File: src/rtl/qupls_icache_filler.sv
// qupls_icache_filler -- instruction-cache line filler.
//
// On an instruction-cache miss, this block fetches one 64-byte line as four
// 128-bit bus beats. It assembles the beats into one line and writes the line
// into a round-robin selected way.
//
// Ports
//   clk, rst                 clock; asynchronous active-low reset
//   ihit, miss_vadr,         miss detection (32'hFFFD0000 = no miss),
//   miss_asid                ASID of the missing fetch
//   flush                    abandon any fill in progress
//   req_v/req_rdy            bus request handshake
//   req_adr/req_asid/req_tid beat address, ASID, tag {seq,beat}
//   resp_v/resp_err          response beat valid, bus error
//   resp_tid/resp_adr/       response tag, physical address, beat data
//   resp_dat
//   ic_line_o                assembled line (vtag, ptag, per-beat valid, data)
//   wway/wr_ic               target way, one-cycle write strobe
//   busy/err                 fill in progress, one-cycle error pulse

package qupls_icache_filler_pkg;
    typedef struct packed {
        logic [31:0]  vtag;
        logic [31:0]  ptag;
        logic [3:0]   v;
        logic [511:0] data;
    } ICacheLine;
endpackage

module qupls_icache_filler
    import qupls_icache_filler_pkg::*;
#(
    parameter int unsigned WAYS  = 4,
    parameter int unsigned LOBIT = 7,
    parameter int unsigned TMO   = 255
) (
    input  logic                  clk,
    input  logic                  rst,
    input  logic                  ihit,
    input  logic [31:0]           miss_vadr,
    input  logic [15:0]           miss_asid,
    input  logic                  flush,
    output logic                  req_v,
    input  logic                  req_rdy,
    output logic [31:0]           req_adr,
    output logic [15:0]           req_asid,
    output logic [3:0]            req_tid,
    input  logic                  resp_v,
    input  logic                  resp_err,
    input  logic [3:0]            resp_tid,
    input  logic [31:0]           resp_adr,
    input  logic [127:0]          resp_dat,
    output ICacheLine             ic_line_o,
    output logic [((WAYS > 1) ? $clog2(WAYS) : 1)-1:0] wway,
    output logic                  wr_ic,
    output logic                  busy,
    output logic                  err
);

    localparam int unsigned WW  = (WAYS > 1) ? $clog2(WAYS) : 1;
    localparam int unsigned TW  = $clog2(TMO + 1);
    // LOBIT is the line-select bit; the bits below it, minus one, are the byte offset within a 64-byte line.
    localparam int unsigned OFS = LOBIT - 1;
    localparam logic [31:0] LINE_MASK = ~((32'd1 << OFS) - 32'd1);
    localparam logic [31:0] NO_MISS   = 32'hFFFD0000;

    typedef enum logic [2:0] {IDLE, REQ, WAIT, WRITE, HOLD} state_t;

    state_t        state;
    logic [1:0]    seq;
    logic [1:0]    beat;
    logic [3:0]    mask;
    logic [TW-1:0] timer;
    logic [WW-1:0] rr;
    logic [15:0]   asid;
    logic          hold;

    logic          resp_ok;
    logic [1:0]    rbeat;
    logic [3:0]    mask_nx;
    logic          req_done;
    logic          tmo_hit;

    // The latched miss address sits in vtag for the whole fill.
    assign req_adr  = ic_line_o.vtag + {26'd0, beat, 4'd0};
    assign req_asid = asid;
    assign req_tid  = {seq, beat};
    assign busy     = (state != IDLE);

    assign rbeat    = resp_tid[1:0];
    assign resp_ok  = resp_v && (resp_tid[3:2] == seq) && (state == REQ || state == WAIT);
    assign mask_nx  = mask | (resp_ok ? (4'b0001 << rbeat) : 4'b0000);
    assign req_done = (state == REQ) && req_v && req_rdy && (beat == 2'd3);
    assign tmo_hit  = (timer == TW'(1));

    always_ff @(posedge clk or negedge rst) begin
        if (!rst) begin
            state     <= IDLE;
            seq       <= '0;
            beat      <= '0;
            mask      <= '0;
            timer     <= '0;
            rr        <= '0;
            asid      <= '0;
            hold      <= 1'b0;
            req_v     <= 1'b0;
            wr_ic     <= 1'b0;
            err       <= 1'b0;
            wway      <= '0;
            ic_line_o <= '0;
        end else begin
            wr_ic <= 1'b0;
            err   <= 1'b0;
            case (state)
                IDLE: begin
                    if (flush) begin
                        seq <= seq + 2'd1;
                    end else if (!ihit && miss_vadr != NO_MISS) begin
                        ic_line_o.vtag <= miss_vadr & LINE_MASK;
                        ic_line_o.v    <= '0;
                        asid           <= miss_asid;
                        mask           <= '0;
                        beat           <= '0;
                        timer          <= TW'(TMO);
                        req_v          <= 1'b1;
                        state          <= REQ;
                    end
                end
                REQ, WAIT: begin
                    // Flush and timeout win over any response that arrives in the same cycle.
                    if (flush || tmo_hit) begin
                        err   <= tmo_hit && !flush;
                        seq   <= seq + 2'd1;
                        req_v <= 1'b0;
                        state <= IDLE;
                    end else begin
                        timer <= timer - TW'(1);
                        if (resp_ok) begin
                            ic_line_o.data[{rbeat, 7'd0} +: 128] <= resp_dat;
                            ic_line_o.v[rbeat] <= !resp_err;
                            if (rbeat == 2'd0)
                                ic_line_o.ptag <= resp_adr & LINE_MASK;
                            err  <= resp_err;
                            mask <= mask_nx;
                        end
                        if (req_v && req_rdy) begin
                            beat <= beat + 2'd1;
                            if (beat == 2'd3)
                                req_v <= 1'b0;
                        end
                        if (mask_nx == 4'hF) begin
                            req_v <= 1'b0;
                            wr_ic <= 1'b1;
                            wway  <= rr;
                            state <= WRITE;
                        end else if (req_done) begin
                            state <= WAIT;
                        end
                    end
                end
                WRITE: begin
                    rr <= (rr == WW'(WAYS - 1)) ? '0 : rr + WW'(1);
                    if (flush) begin
                        seq   <= seq + 2'd1;
                        state <= IDLE;
                    end else begin
                        hold  <= 1'b1;
                        state <= HOLD;
                    end
                end
                HOLD: begin
                    // Two cycles for the tag array to see the new line before a new miss is taken.
                    if (flush) begin
                        seq   <= seq + 2'd1;
                        state <= IDLE;
                    end else if (!hold) begin
                        state <= IDLE;
                    end else begin
                        hold <= 1'b0;
                    end
                end
                default: state <= IDLE;
            endcase
        end
    end

endmodule

File: config.mk
export PLATFORM = sky130hd
export DESIGN_NAME = qupls_icache_filler
export DESIGN_NICKNAME = d
export VERILOG_FILES = /design/src/rtl/qupls_icache_filler.sv
export SDC_FILE = /design/constraint.sdc
export NUM_CORES = 1
export LEC_CHECK = 0
export ABC_AREA = 1
export BUFFER_PORTS_ARGS = -buffer_cell sky130_fd_sc_hd__buf_4
export CORE_AREA = 3 3 337 339
export DETAILED_ROUTE_END_ITERATION = 10
export DIE_AREA = 0 0 340 342
export SETUP_SLACK_MARGIN = 0.05
export SYNTH_ARGS = -nofsm -noshare
export SYNTH_HDL_FRONTEND = slang
export SYNTH_SLANG_ARGS = --single-unit
export TNS_END_PERCENT = 20
File: constraint.sdc
create_clock -name clk -period 1.9 [get_ports clk]
set_clock_uncertainty 0.15 [all_clocks]
set_input_delay 0.19 -clock clk [delete_from_list [all_inputs] [get_ports clk]]
set_output_delay 0.19 -clock clk [all_outputs]
set_load 0.005 [all_outputs]
* Word-level counts from Yosys, hierarchy flattened
Index checks and enable logic that the tools add are counted.
Operators by class: add/subtract/negate cells 6, multiply operators 0, div/mod/pow operators 0, $lt $le $gt $ge 2, equal/unequal tests 23, shift operators 3, mux-type cells 51, bitwise operators 3, reductions and logical operators 33
Operator list (count):
- 516-bit 2-to-1 mux | 2
- 512-bit bitwise mux | 1
- 128-bit by 11-bit variable shift with 512-bit output (first input constant) | 1
- 128-bit by 11-bit indexed part select with 512-bit output | 1
- 32-bit by 6-bit adder with 32-bit output | 1
- 32-bit inequality test (second input constant) | 1
- 3-bit 2-to-1 mux | 8
- 8-bit 2-to-1 mux | 3
- 4-bit 2-to-1 mux | 5
- 2-bit inequality test (second input constant) | 8
- 4-bit case mux with 2 select lines | 2
- 8-bit case mux with 2 select lines | 1
- 1-bit 2-to-1 mux | 15
- 3-bit AND reduction | 5
- 5-bit AND reduction | 3
- 2-bit 2-to-1 mux | 7
- 4-bit inequality test (second input constant) | 3
- 3-bit case mux with 4 select lines | 1
- 4-bit AND reduction | 3
- 9-bit negator with 11-bit output | 1
- 1-bit logical AND | 9
- 8-bit by 1-bit == test with 1-bit output (second input constant) | 1
- 2-bit case mux with 2 select lines | 2
- 8-bit by 1-bit subtractor with 8-bit output (second input constant) | 1
- other kinds (25) | 36
Storage, ports and cells: flip-flop bits (word level) 611, latch bits 0, memory bits (writable) 0, memory bits (read-only) 0, input bits 219, output and inout port bits 638, word-level logic and storage cells 137, memories 0

* Logic depth before layout (Yosys ltp)
Gate-level depths: netlist of run 1.
depth after elaboration 9, depth in mapped cells 14, mapped depth without buffers 13

* Least setup slack after synthesis of run 1
Ideal clock, no wire load.
kind input to register, start input port resp_tid[0], end register ic_line_o[118] (netlist name), setup time 0.066 ns, arrival 2.159 ns, required time 1.684 ns, setup slack -0.475 ns, stages 11, path buffers 4, cell sequence inv_2 -> buf_1 -> ha_1 -> buf_4 -> inv_2 -> nand2_1 -> nor2_1 -> buf_2 -> clkbuf_1 -> nand3_1 -> nand2_1
Between the ends: longest elaborated chain between the ends 3, elaborated cells on any way between the ends 4, those cells by class add/sub: 1; shift: 2; mux: 1
RTL lines:
- from (decl) | RTL line 50 | input logic [3:0] resp_tid,
- 9-bit negator with 11-bit output (*) | RTL line 139 | ic_line_o.data[{rbeat, 7'd0} +: 128] <= resp_dat;
- 128-bit by 11-bit indexed part select with 512-bit output or 128-bit by 11-bit variable shift with 512-bit output (tied branches) | RTL line 139
- 512-bit bitwise mux (*) | RTL line 139
- to (decl) | RTL line 53 | output ICacheLine ic_line_o,
Every way passes the cells marked *; elsewhere a longest branch is shown, timed or not. A chain may end at the register's enable or synchronous reset.

* Worst setup path after layout of run 1
start register state[1], end register ic_line_o[129] (netlist name)
Between the ends: longest elaborated chain between the ends 4, elaborated cells on any way between the ends 6, those cells by class eq/ne: 2; reduce/logical: 4
RTL lines:
- from (decl) | RTL line 69 | state_t state;
- from (signal assigned) | RTL line 98 | state <= IDLE;
- from (signal assigned) | RTL line 126 | state <= REQ;
- from (signal assigned) | RTL line 135 | state <= IDLE;
- 3-bit by 1-bit == test with 1-bit output or 3-bit by 2-bit == test with 1-bit output (tied branches) | RTL line 91, 114
- 1-bit logical OR | RTL line 91 | assign resp_ok = resp_v && (resp_tid[3:2] == seq) && (state == REQ || state == WAIT);
- 1-bit logical AND | RTL line 91
- 3-bit AND reduction (no line) (*)
Marks and branches as above.

==> impl_metrics.py, run 1 <==
metrics = {
    "layout": {
        "drive_gt1_frac": 0.3294,
        "nets": 4280,
        "n_fill_cell": 10900,
        "final_cell_mix": "buf_4, nand2_1, dfrtp_1",
        "syn_to_final_growth_pct": 57.49,
        "seq_area_sq_um": 15290,
        "final_area_sq_um": 41710,
        "multiInputGateArea_sq_um": 9644,
        "final_common_cell": "buf_4",
        "fin_util": 0.3769,
    },
    "timing": {
        "slew_violations": 0,
        "min_period_ns": 2.151,
        "tns_ns": -92.26,
        "fmax_ghz": 0.4650,
        "finalSetupViolations": 606,
        "tightest_slew_ns": 0.7532,
        "worst_slew_margin_rel": 0.4978,
        "setup_slack_ns": -0.2507,
        "hold_viol_final": 0,
        "period_share": 1.132,
        "rsz0062_at_grt": "yes",
    },
    "clock_network": {
        "cts-root-buf": "clkbuf_16",
        "cts_num_sinks": 611,
        "cts_buffers": 72,
        "cts_max_level": 3,
        "path_clk_slew_ns": 0.06,
        "clk_latency_ns": 0.62,
        "clockBufferDepth": 3,
        "cts_tree": "done",
    },
    "worst_setup_path": {
        "r2r_cells": 12,
        "worstPathArrival_ns": 2.54,
        "critPathKind": "reg2reg",
        "worstReg2RegStart": "state[1]$_DFFE_PN0P_",
        "critPathLaunchType": "register",
        "r2r_setup_slack_ns": -0.25,
        "reg2reg_to": "ic_line_o[129]$_DFFE_PN0P_",
        "cp.required_ns": 2.29,
        "endpoint_kind": "register",
        "worstPathMaxFanout": 19,
    },
    "yosys": {
        "synthMuxAreaShare": 0,
        "ys_warn_count": 0,
        "synth_cells": 2930,
        "synth_top_family_by_area": "simple AND/OR/NAND/NOR gates",
        "synth_top_cell_by_area": "dfrtp_1",
        "yosys.area_share.xor_xnor": 0.0009920,
        "yosysTopAreaCellShare": 0.5773,
        "synth_compound_area_frac": 0.1028,
        "mappedNetlistArea_sq_um": 26490,
        "synth.avg_cell_area_sq_um": 9.040,
        "ys_seq_area_frac": 0.5773,
        "ys_types": 29,
        "ys_seq_elements": 611,
        "synthSimpleGateAreaFrac": 0.2408,
        "synth_fa_ha_area_frac": 0.005196,
        "synth.area.top_cells": "dfrtp_1, nand2_1, o21ai_0",
    },
    "place": {
        "portBuffers": 834,
        "gp_congestion": 0.8704,
        "dp_hpwl_microns": 84930,
        "placed_cell_area_sq_um": 36030,
        "dp_worst_setup_slack_ns": -0.3531,
    },
    "route": {
        "drt-initial-drc-count": 2099,
        "drt-pass1-iter-count": 7,
        "top_layer": "met5",
        "ant_nets": 0,
        "vias": 27540,
        "routedWlPerCell_microns": 22.07,
        "wl_met3_microns": 9788,
        "dr_wl_met2_microns": 58090,
        "drt_wl_total_microns": 123600,
        "drt-met1-wl_microns": 49370,
        "drt-vias-per-instance": 4.916,
        "drc": 0,
    },
    "min_path": {
        "whs_path_depth": 6,
        "min_from": "resp_tid[1]",
        "hp-class": "in2reg",
        "min_to": "ic_line_o[514]$_DFFE_PN0P_",
    },
    "floorplan": {
        "rows": 122,
        "coreArea_sq_um": 110700,
        "die_h_microns": 342,
        "die_w_microns": 340,
        "dieArea_sq_um": 116300,
        "start_util": 0.2393,
        "ios": 857,
    },
    "run_status": {
        "violations": "negative setup slack",
        "status": "finished with violations",
    },
    "power": {
        "peakVddDrop_uv": 567.8,
        "p_total_mw": 42.16,
        "p_leak_nw": 22.48,
        "p_per_area_nw_per_um2": 1011,
    },
    "grt": {
        "grt_max_degree": 79,
        "grt_first_pass_wirelength_microns": 177900,
        "grt_pass1_vias": 27200,
        "grt_overflow": 0,
        "track_usage": 0.1994,
        "antenna_found_initial": 4,
    },
    "run": {
        "maxCapViolations": 0,
    },
}
[synth_stat cells]
library cell / number
conb_1: 1
ha_1: 11
buf_1: 19
inv_1: 42
nand3b_1: 1
buf_4: 55
a21o_1: 1
o21ai_0: 402
o31ai_1: 1
nor2_1: 48
nand4_1: 321
xor2_1: 3
a211oi_1: 1
a21oi_1: 1
dfrtp_1: 611
clkbuf_2: 20
buf_2: 61
inv_2: 9
nor3_1: 4
buf_6: 33
a22oi_1: 1
nand2_2: 1
nand2_1: 802
a21boi_0: 4
clkbuf_1: 127
nor2_4: 5
o21ai_1: 129
nor2_2: 6
nand3_1: 210
[what timing repair did]
item	in CTS	in global routing
resized for setup	97	156
setup endpoints to repair	608	608
pin swaps	12	15
cloned	3	8
hold endpoints to repair	1205	0
buffers inserted	21	14
hold buffers	202	0
[power by group]
part	switching [mW]	leakage, nW	total [mW]	internal (mW)
Sequential	1.49	8.38	16.4	14.9
Combinational	5.68	12.9	11.1	5.46
Clock	5.93	1.20	14.6	8.68
Total	13.1	22.5	42.2	29.1
[cell type report]
| cell class | count | share of cell area |
|---|---|---|
| tap | 1488 | 0.04463 |
| sequential | 611 | 0.3665 |
| timing repair buffer | 1346 | 0.2926 |
| clock buffer | 104 | 0.05000 |
| clock inverter | 27 | 0.009478 |
| multi-input combinational | 1968 | 0.2312 |
| antenna | 7 | 0.0004199 |
| inverter | 51 | 0.005129 |
[how the worst max path moves through the flow]
stage	depth (start not counted)	from	to	slack, ns
2_1_floorplan	11	resp_tid[0]	ic_line_o[118]$_DFFE_PN0P_	0.05
3_3_place_gp	13	timer[1]$_DFFE_PN0P_	ic_line_o[4]$_DFFE_PN0P_	-0.36
3_5_place_dp	13	timer[1]$_DFFE_PN0P_	ic_line_o[132]$_DFFE_PN0P_	-0.35
4_1_cts	7	state[1]$_DFFE_PN0P_	busy	-0.21
5_1_grt	12	state[1]$_DFFE_PN0P_	ic_line_o[109]$_DFFE_PN0P_	-0.36
6_report	12	state[1]$_DFFE_PN0P_	ic_line_o[129]$_DFFE_PN0P_	-0.25
[critical path: stages (launching register included)]
cell     delay (ns)
dfrtp_1        0.43
nor2_4         0.07
buf_6          0.12
nor2_4         0.11
inv_2          0.04
nor2_2         0.10
buf_6          0.13
nand2_8        0.11
nor2_4         0.19
buf_12         0.19
buf_16         0.18
nand4_1        0.14
nand2_1        0.09
[cells by family after synthesis]
family                   after synthesis
adder cells (fa/ha/maj)               11
flip-flops                           611
AND/OR/NAND/NOR                     1398
other                                  1
buffers and inverters                366
XOR/XNOR                               3
AO/OA/AOI/OAI                        540
[flip-flops by register name (all words and copies together), names as in the netlist]
name	flops
wway	2
wr_ic	1
err	1
ic_line_o	568
beat	2
hold	1
rr	2
req_v	1
seq	2
mask	4
state	3
req_asid	16
timer	8
[metal layers]
layer,vias up,global-route usage
met1,13560,0.2559
met3,327,0.04358
met5,-,0
met2,1415,0.3179
met4,2,0.09837
li1,12240,-
[per-stage QoR]
| step | std cells | hold WS (ns) |
|---|---|---|
| after floorplan | 2945 | -0.2556 |
| after global placement | 5218 | -0.02375 |
| after detailed placement | 5218 | -0.02580 |
| after CTS | 5575 | 0.01774 |
| after global routing | 5597 | 0.06249 |
| final | 5602 | 0.08665 |
Power figures use the tool's default switching activity.
==> inputs of run 2 (changes only) <==
--- a/config.mk
+++ b/config.mk
@@ -12,2 +12,3 @@
 export DIE_AREA = 0 0 340 342
+export PLACE_DENSITY_LB_ADDON = 0.08
 export SETUP_SLACK_MARGIN = 0.05
==> constraint.sdc (replaced) <==
create_clock -name clk -period 1.9 [get_ports clk]
set_clock_uncertainty 0.15 [all_clocks]
set_input_delay 0.095 -clock clk [delete_from_list [all_inputs] [get_ports clk]]
set_output_delay 0.095 -clock clk [all_outputs]
set_load 0.005 [all_outputs]
==> run 2 against run 1 <==
Net effect:
- critical path type unchanged
- final cell count is essentially flat
- die area stayed put
- critical endpoint is now ic_line_o[423]$_DFFE_PN0P_
- clock power grew 8%
- the flow still finishes with violations (negative setup slack)
- critical path depth is 2 higher
==> impl_metrics.py, run 2 (synthesis gave the netlist of run 1 again) <==
metrics = {
    "floorplan": {
        "die_w_microns": 340,
        "ios": 857,
        "coreArea_sq_um": 110700,
        "rows": 122,
        "start_util": 0.2393,
        "die_h_microns": 342,
        "dieArea_sq_um": 116300,
    },
    "clock_network": {
        "path_clk_slew_ns": 0.06,
        "cts_max_level": 3,
        "clockBufferDepth": 3,
        "clk_latency_ns": 0.64,
        "cts-root-buf": "clkbuf_16",
        "cts_num_sinks": 611,
        "cts_tree": "done",
        "cts_buffers": 78,
    },
    "worst_setup_path": {
        "slowest_stage": "dfrtp_1",
        "r2r_setup_slack_ns": -0.24,
        "critPathLaunchType": "register",
        "critPathTopFamily": "buffers and inverters",
        "worst-path-buf-inv": 6,
        "cp.required_ns": 2.33,
        "cp.depth": 14,
        "crit_chain": "nand2_2, nand2_2, nor2_4, inv_2, nor2_4, buf_4, nand2_4, nor2_4, buf_12, buf_12, buf_16, clkbuf_16, nand3_1, nand2_1",
        "max_stage_delay_ns": 0.42,
        "cp_common_cell": "nor2_4",
        "worstPathMaxFanout": 8,
        "endpoint_kind": "register",
        "worstPathArrival_ns": 2.57,
        "r2r_cells": 14,
        "reg2reg_to": "ic_line_o[423]$_DFFE_PN0P_",
        "critPathKind": "reg2reg",
        "worstReg2RegStart": "state[1]$_DFFE_PN0P_",
    },
    "place": {
        "dp_hpwl_microns": 92650,
        "dp_worst_setup_slack_ns": -0.3460,
        "portBuffers": 834,
        "gp_congestion": 0.8058,
        "placed_cell_area_sq_um": 35850,
    },
    "route": {
        "routedWlPerCell_microns": 24.67,
        "drt-initial-drc-count": 1642,
        "drt_wl_total_microns": 138300,
        "drt-vias-per-instance": 4.751,
        "drc": 0,
        "drt-pass1-iter-count": 7,
        "ant_nets": 0,
        "vias": 26620,
    },
    "grt": {
        "grt_pass1_vias": 27220,
        "grt_overflow": 0,
        "grt_max_degree": 90,
        "antenna_found_initial": 1,
        "track_usage": 0.2251,
        "grt_first_pass_wirelength_microns": 196300,
    },
    "run_status": {
        "status": "finished with violations",
        "violations": "negative setup slack",
    },
    "timing": {
        "tightest_slew_ns": 1.039,
        "worst_slew_margin_rel": 0.3053,
        "hold_viol_final": 0,
        "min_period_ns": 2.143,
        "period_share": 1.128,
        "rsz0062_at_grt": "yes",
        "finalSetupViolations": 559,
        "slew_violations": 0,
        "fmax_ghz": 0.4666,
        "whs_ns": 0.05800,
        "setup_slack_ns": -0.2431,
    },
    "layout": {
        "final_cell_mix": "buf_4, nand2_1, dfrtp_1",
        "drive_gt1_frac": 0.3340,
        "final_area_sq_um": 42420,
        "largest_reg_flops": 568,
        "fin_util": 0.3833,
        "top_register": "ic_line_o",
        "n_fill_cell": 11360,
        "final_common_cell": "buf_4",
        "syn_to_final_growth_pct": 60.14,
        "nets": 4285,
    },
    "power": {
        "p_per_area_nw_per_um2": 1029,
        "p_leak_nw": 22.76,
        "peakVddDrop_uv": 639.3,
    },
    "run": {
        "maxCapViolations": 0,
    },
    "min_path": {
        "hp-class": "in2async",
    },
}
## run 2: final cells by class
class	count	area [sq um]	share of cell area
flip-flops and latches	611	15290	0.3605
repair buffers	1344	12630	0.2977
multi-input cells	1969	9732	0.2294
clock buffers	116	2340	0.05516
well taps	1488	1862	0.04389
clock inverters	23	322.8	0.007610
inverters	51	240.2	0.005664
diodes	2	5.005	0.0001180
## run 2: report_power, final
part           leakage [nW]  total (mW)  internal (mW)  switching, mW
sequential             8.38        16.3           14.9           1.41
combinational          13.1        11.6           5.71           5.92
clock                  1.32        15.7           9.46           6.20
## run 2: how the worst max path moves through the flow
stage / startpoint / to
6_report: state[1]$_DFFE_PN0P_ / ic_line_o[423]$_DFFE_PN0P_
5_1_grt: seq[0]$_DFFE_PN0P_ / ic_line_o[423]$_DFFE_PN0P_
3_5_place_dp: state[1]$_DFFE_PN0P_ / ic_line_o[153]$_DFFE_PN0P_
3_3_place_gp: timer[1]$_DFFE_PN0P_ / mask[1]$_DFFE_PN0P_
2_1_floorplan: resp_tid[0] / ic_line_o[275]$_DFFE_PN0P_
4_1_cts: state[1]$_DFFE_PN0P_ / ic_line_o[483]$_DFFE_PN0P_
## run 2: what timing repair did
action / 4_1_cts / 5_1_grt
gates resized for setup: 189 / 170
buffers inserted: 26 / 13
endpoints found under the setup margin: 595 / 618
pin swaps: 19 / 22
hold buffers: 211 / 0
cloned: 13 / 19
hold endpoints to repair: 1215 / 0
## run 2: through the flow
stage | setup TNS, ns | instances | total power [mW]
floorplan | 0 | 2945 | 19.92
global route | -154.72 | 5603 | 45.80
global placement | -128.92 | 5182 | 26.82
detailed placement | -134.14 | 5182 | 26.81
finish | -87.23 | 5604 | 43.65
CTS | -102.60 | 5571 | 43.73
## run 2: routing by layer
layer | track usage | vias up | wire, microns
met3 | 0.05312 | 198 | 9073
li1 | - | 12290 | -
met5 | 0 | - | 0
met2 | 0.3655 | 895 | 65340
met1 | 0.2923 | 13240 | 58660
met4 | 0.08156 | 0 | 5197
## run 2: worst min-delay path, delay by kind of cell
family,cells,cell delay [ns]
buf+inv,3,1.14
